--- config.mk ---
export PLATFORM = sky130hd
export DESIGN_NAME = fetch_ctrl
export DESIGN_NICKNAME = d
export VERILOG_FILES = /design/src/rtl/fetch_ctrl.sv
export SDC_FILE = /design/constraint.sdc
export NUM_CORES = 1
export LEC_CHECK = 0
export BUFFER_PORTS_ARGS = -buffer_cell sky130_fd_sc_hd__buf_2
export CORE_MARGIN = 5
export CORE_UTILIZATION = 40
export CTS_CLUSTER_SIZE = 16
export DETAILED_ROUTE_END_ITERATION = 12
export PLACE_DENSITY = 0.65
export RECOVER_POWER = 50
export SLEW_MARGIN = 5
export SYNTH_ARGS = -nofsm -noshare
export SYNTH_HDL_FRONTEND = slang
export SYNTH_SLANG_ARGS = --single-unit
--- constraint.sdc ---
create_clock -name clk -period 18.5 [get_ports clk]
set_clock_uncertainty 0.1 [all_clocks]
set_input_delay 1.85 -clock clk [delete_from_list [all_inputs] [get_ports clk]]
set_output_delay 1.85 -clock clk [all_outputs]
set_load 0.005 [all_outputs]
--- src/rtl/fetch_ctrl.sv ---
// fetch_ctrl
// ----------
// Fetch-stage sequencer for the pipelined RISC-V core. It owns the program
// counter and talks to a single-port, variable-latency instruction memory
// through a req/ack handshake. It also loads the IF/ID pipeline register.
// Execute-stage redirects (PCsrcE/PCtargetE) take priority over everything.
// Decode back-pressure (StallF) freezes IF/ID. A one-entry skid register
// catches the word that arrives while IF/ID is frozen.
//
// Ports
//   clk, rst      rising-edge clock, asynchronous active-high reset
//   PCsrcE        redirect request from execute
//   PCtargetE     redirect target address
//   StallF        decode cannot accept; IF/ID holds
//   imem_req      instruction memory request
//   imem_addr     request address, stable until acked
//   imem_ack      imem_rdata valid (only looked at while imem_req is high)
//   imem_rdata    instruction word from memory
//   instrD        IF/ID instruction (0 = bubble)
//   PCD           IF/ID PC
//   PCplus4D      IF/ID next-sequential (word) address
//   validD        IF/ID holds a live instruction
//   FlushD        one-cycle pulse after each accepted redirect
//   err_timeout   sticky; a request waited MAX_WAIT cycles without ack
module fetch_ctrl #(
    parameter int                    ADDR_WIDTH = 32,
    parameter logic [ADDR_WIDTH-1:0] RESET_PC   = '0,
    parameter int                    MAX_WAIT   = 15
) (
    input  logic                  clk,
    input  logic                  rst,
    input  logic                  PCsrcE,
    input  logic [ADDR_WIDTH-1:0] PCtargetE,
    input  logic                  StallF,
    output logic                  imem_req,
    output logic [ADDR_WIDTH-1:0] imem_addr,
    input  logic                  imem_ack,
    input  logic [31:0]           imem_rdata,
    output logic [31:0]           instrD,
    output logic [ADDR_WIDTH-1:0] PCD,
    output logic [ADDR_WIDTH-1:0] PCplus4D,
    output logic                  validD,
    output logic                  FlushD,
    output logic                  err_timeout
);

    typedef enum logic [1:0] {
        IDLE  = 2'd0,
        FETCH = 2'd1,
        DRAIN = 2'd2,
        HOLD  = 2'd3
    } state_t;

    localparam int                    CW       = (MAX_WAIT < 1) ? 1 : $clog2(MAX_WAIT + 1);
    localparam logic [CW-1:0]         WAIT_MAX = CW'(MAX_WAIT);
    localparam logic [ADDR_WIDTH-1:0] PC_ONE   = ADDR_WIDTH'(1);

    state_t                state;
    state_t                state_nxt;
    logic [ADDR_WIDTH-1:0] pc;
    logic [ADDR_WIDTH-1:0] pc_nxt;
    logic [ADDR_WIDTH-1:0] drain_addr;
    logic [ADDR_WIDTH-1:0] skid_pc;
    logic [31:0]           skid_instr;
    logic [CW-1:0]         wait_cnt;
    logic                  redirect;
    logic                  load_mem;
    logic                  load_skid;
    logic                  capture_skid;
    logic                  enter_drain;
    logic                  ifid_busy;

    assign ifid_busy = validD && StallF;

    // Next-state and handshake decode. The memory address normally follows
    // the PC. The exception is DRAIN: a redirect arrived while a request was
    // still outstanding, and the memory must keep seeing the old address
    // until it acks. By then the PC already points at the redirect target.
    // The control strobes produced here steer the datapath registers below.
    always_comb begin
        state_nxt    = state;
        pc_nxt       = pc;
        imem_req     = 1'b0;
        imem_addr    = pc;
        redirect     = 1'b0;
        load_mem     = 1'b0;
        load_skid    = 1'b0;
        capture_skid = 1'b0;
        enter_drain  = 1'b0;
        case (state)
            IDLE: begin
                state_nxt = FETCH;
            end
            FETCH: begin
                imem_req = 1'b1;
                redirect = PCsrcE;
                if (imem_ack) begin
                    if (PCsrcE) begin
                        pc_nxt = PCtargetE;
                    end else if (!ifid_busy) begin
                        load_mem = 1'b1;
                        pc_nxt   = pc + PC_ONE;
                    end else begin
                        capture_skid = 1'b1;
                        pc_nxt       = pc + PC_ONE;
                        state_nxt    = HOLD;
                    end
                end else if (PCsrcE) begin
                    pc_nxt      = PCtargetE;
                    enter_drain = 1'b1;
                    state_nxt   = DRAIN;
                end
            end
            DRAIN: begin
                imem_req  = 1'b1;
                imem_addr = drain_addr;
                redirect  = PCsrcE;
                if (PCsrcE) begin
                    pc_nxt = PCtargetE;
                end
                if (imem_ack) begin
                    state_nxt = FETCH;
                end
            end
            HOLD: begin
                redirect = PCsrcE;
                if (PCsrcE) begin
                    pc_nxt    = PCtargetE;
                    state_nxt = FETCH;
                end else if (!StallF) begin
                    load_skid = 1'b1;
                    state_nxt = FETCH;
                end
            end
            default: begin
                state_nxt = IDLE;
            end
        endcase
    end

    // State register and program counter.
    always_ff @(posedge clk or posedge rst) begin
        if (rst) begin
            state <= IDLE;
            pc    <= RESET_PC;
        end else begin
            state <= state_nxt;
            pc    <= pc_nxt;
        end
    end

    // Side registers. drain_addr remembers the address of the request being
    // drained. The skid entry holds the word that arrived while decode was
    // stalled. FlushD marks the cycle after any accepted redirect.
    always_ff @(posedge clk or posedge rst) begin
        if (rst) begin
            drain_addr <= RESET_PC;
            skid_pc    <= '0;
            skid_instr <= '0;
            FlushD     <= 1'b0;
        end else begin
            FlushD <= redirect;
            if (enter_drain) begin
                drain_addr <= pc;
            end
            if (capture_skid) begin
                skid_pc    <= pc;
                skid_instr <= imem_rdata;
            end
        end
    end

    // IF/ID pipeline register. A redirect squashes the entry, even when
    // decode is stalled. Otherwise a stall freezes it. Otherwise it takes
    // a fresh memory word or the skid entry. If there is neither, it turns
    // into a bubble. On a bubble, PCD/PCplus4D keep their last values.
    always_ff @(posedge clk or posedge rst) begin
        if (rst) begin
            instrD   <= '0;
            PCD      <= '0;
            PCplus4D <= '0;
            validD   <= 1'b0;
        end else if (redirect) begin
            instrD   <= '0;
            PCD      <= '0;
            PCplus4D <= '0;
            validD   <= 1'b0;
        end else if (ifid_busy) begin
            validD <= 1'b1;
        end else if (load_mem) begin
            instrD   <= imem_rdata;
            PCD      <= pc;
            PCplus4D <= pc + PC_ONE;
            validD   <= 1'b1;
        end else if (load_skid) begin
            instrD   <= skid_instr;
            PCD      <= skid_pc;
            PCplus4D <= skid_pc + PC_ONE;
            validD   <= 1'b1;
        end else begin
            instrD <= '0;
            validD <= 1'b0;
        end
    end

    // Wait-state watchdog. It counts cycles spent waiting on an
    // unacknowledged request, and saturates at MAX_WAIT. The error flag is
    // set on the step that reaches MAX_WAIT and stays set until reset. The
    // fetch itself keeps waiting.
    always_ff @(posedge clk or posedge rst) begin
        if (rst) begin
            wait_cnt    <= '0;
            err_timeout <= 1'b0;
        end else if (imem_req) begin
            if (imem_ack) begin
                wait_cnt <= '0;
            end else if (wait_cnt != WAIT_MAX) begin
                wait_cnt <= wait_cnt + CW'(1);
                if (wait_cnt == WAIT_MAX - CW'(1)) begin
                    err_timeout <= 1'b1;
                end
            end
        end
    end

endmodule

==> impl_metrics.toml <==
[global_routing]
grt_pass1_vias = 9979
grt_pass1_wl_mm = 57.7
grt_overflow = 0
track_usage_pct = 21.3
grt_antenna_before_repair = 1
grt_max_degree = 81

[timing]
hold_viol_final = 0
rsz0062_at_grt = "no"
slew_headroom_pct = -191
setup_tns_ns = 0
clock.fmax_ghz = 0.124
min_period_ns = 8.04
report.final.slew_viol_count = 294
fin_crit_sh_pct = 43.5
finalSetupViolations = 0
tightestPinTransition_ns = 4.37

[setup_path]
worstSetupPathType = "input port to async pin"
cp_slowest_stage_delay_ns = 3.17
path_cells = "clkbuf_1 > clkinvlp_2 > clkbuf_1 > buf_4"
crit_path_top_delay_cell = "clkbuf_1"
endpoint_kind = "async pin"
cp-start-kind = "input port"
crit_fanout = 80
cp.arrival_ns = 8.43
path_common_cell = "clkbuf_1"
critical_path.top_delay_family = "buffers and inverters"
worstPathRequired_ns = 18.89
cp.buffers_inverters = 4

[die]
ios = 201
rows = 63
die_area_sq_um = 33900
start_util_pct = 40.7
die_h_um = 184
fp.dieW_um = 184
core_area_sq_um = 29800

[routing]
detail_route.vias_per_cell = 5.79
dr.pass1.iters = 8
finalWirelength_mm = 37.2
drt.antenna.violating_nets = 0
route.vias.total = 10252
drc_errors = 0
wl_per_cell_um = 21.0
drtIter0Drc = 812

[placement]
place_congestion = 0.886
port_buffers = 200
dp_hpwl_mm = 25.8
dp_cells = 1726

[status]
run_status = "finished with violations"
violations = "max-capacitance violations, max-slew violations"

[clocking]
ctsResizeCount = 0
cts_buffers = 27
cts_root_buf = "clkbuf_16"
cts_setup_buffers = 0
cts_max_level = 1
cts.reportedPaths.clkPinSlew_ns = 0.06
cts_max_path_buffers = 3
cts_tree = "built"
clock_latency_ns = 0.54
cts.sinks = 233
hold_buffers = 0

[logic_synthesis]
synth-seq-cells = 233
synth_warnings = 0
synth_edf_count = 0
synthFlopType = "dfrtp_1"
syn_inst = 1233
synthArstFlopShare_pct = 100
netlist_area_sq_um = 12100
synth.distinct_cells = 68
synth-seq-area-share_pct = 48.1
syn-num-nets = 1310
syn_avg_cell_area_sq_um = 9.82

[pwr]
max-vdd-ir-drop_v = 0.0000709
p_leak_nw = 5.87
power.density_nw_per_um2 = 149

[hold_path]
hp-class = "flip-flop to flip-flop"

[cells_and_area]
drive_gt1_share_pct = 22.5
area.growth.synth_to_final_pct = 15.6
antennaDiodeCount = 0
fill_cells = 2909
nets = 1442
stdcell_count = 1772

[job]
maxCapViolations = 5
## path summary, 6_finish.rpt
| check | from | to | slack (ns) | cells past startpoint |
|---|---|---|---|---|
| worst max-delay path | rst | skid_pc[15] | 10.46 | 4 |
| worst min-delay path | drain_addr[18] | drain_addr[18] | 0.38 | 2 |
| worst max register to register | state[0] | PCplus4D[30] | 13.69 | 10 |
| worst min register to register | drain_addr[18] | drain_addr[18] | 0.38 | 2 |
| max in group clk | PCsrcE | PCplus4D[30] | 11.47 | 8 |
| min in group asynchronous | rst | instrD[22] | 2.27 | 2 |
## report_power, final
part           switching [mW]  total (mW)  internal [mW]
clock network           0.208       0.513          0.304
registers               0.218       0.919          0.701
logic                   0.358       0.660          0.302
## flip-flops by register name, indices dropped and copies added, names as in the netlist
register     flops
PCplus4D        32
pc              32
state            2
instrD          32
validD           1
drain_addr      32
skid_instr      32
FlushD           1
err_timeout      1
PCD             32
wait_cnt         4
skid_pc         32
## placed cells by master, fill, tap and decap left out, types with 10 or more instances in the layout
cell type,n
a21oi_1,34
a22oi_1,23
a311oi_1,36
and3_1,12
buf_2,128
buf_4,10
clkbuf_1,82
clkbuf_16,27
dfrtp_1,233
inv_1,21
mux2_2,112
mux2i_1,21
nand2_1,170
nand3_1,41
nand4_1,18
nor2_1,76
nor3_1,25
nor4_1,22
o21ai_0,85
xnor2_1,26
xor2_1,23
## cell families (layout without fill, tap and decap cells)
kind of cell	after synthesis	count (layout)	share of synthesized area [%]
AO/OA/AOI/OAI	256	256	14.1
XOR/XNOR	49	49	3.54
buffers and inverters	134	283	4.60
AND/OR/NAND/NOR	420	420	16.7
adder cells (fa/ha/maj)	8	8	0.826
flip-flops	233	233	48.1
multiplexers	133	133	12.1
## worst min-delay path, cell delays in order (launching register included)
cell,delay (ns)
dfrtp_1,0.34
nand2_1,0.04
o21ai_0,0.06
## metrics by stage
step                      setup WS (ns)  cell area (sq um)  util, %  total power, mW  hold slack (ns)
after floorplan                   10.16              12100        -             1.31            0.350
after global placement            13.84              13300     44.6             1.58            0.361
after detailed placement          13.81              13300     44.6             1.60            0.363
after CTS                         14.08              14100     47.4             2.12            0.382
after global routing               9.00              14000     47.0             2.22            0.408
final                             10.46              14000     47.0             2.09            0.380
## synth_stat cells (all sizes together) (6+ instances only)
cell    count  area [sq um]
xnor2      26           228
nor2       79           297
dfrtp     233          5830
nor3       26           135
or3         6          37.5
a221o       7          70.1
nor4       23           150
a211oi      9          67.6
and3       12          75.1
or4         8          71.3
ha          8           100
clkbuf     77           289
nand4      20           138
o221ai      7          61.3
a311oi     36           315
xor2       23           201
buf        34           181
nand2     171           642
mux2      112          1260
a21oi      37           189
nand3      42           223
o211ai      6          45.0
mux2i      21           210
and2        6          37.5
o21ai      88           440
o22ai       8          50.1
inv        22          82.6
a22oi      23           173
## per-layer routing
layer	vias up	wire, um	track usage (%)
li1	4712	-	-
met1	5093	15100	27.9
met2	377	18100	35.5
met3	68	2720	4.02
met4	2	1200	7.34
met5	-	12	0
## area by class of cell
type	instances	area, sq um	share of cell area, %
Timing Repair Buffer	214	1000	7.15
Sequential cell	233	5830	41.6
Clock inverter	6	61.3	0.438
Multi-Input combinational cell	866	5750	41.1
Tap cell	390	488	3.48
Clock buffer	40	785	5.60
Inverter	23	87.6	0.625
Note: power is estimated with default switching activity, not from simulation.
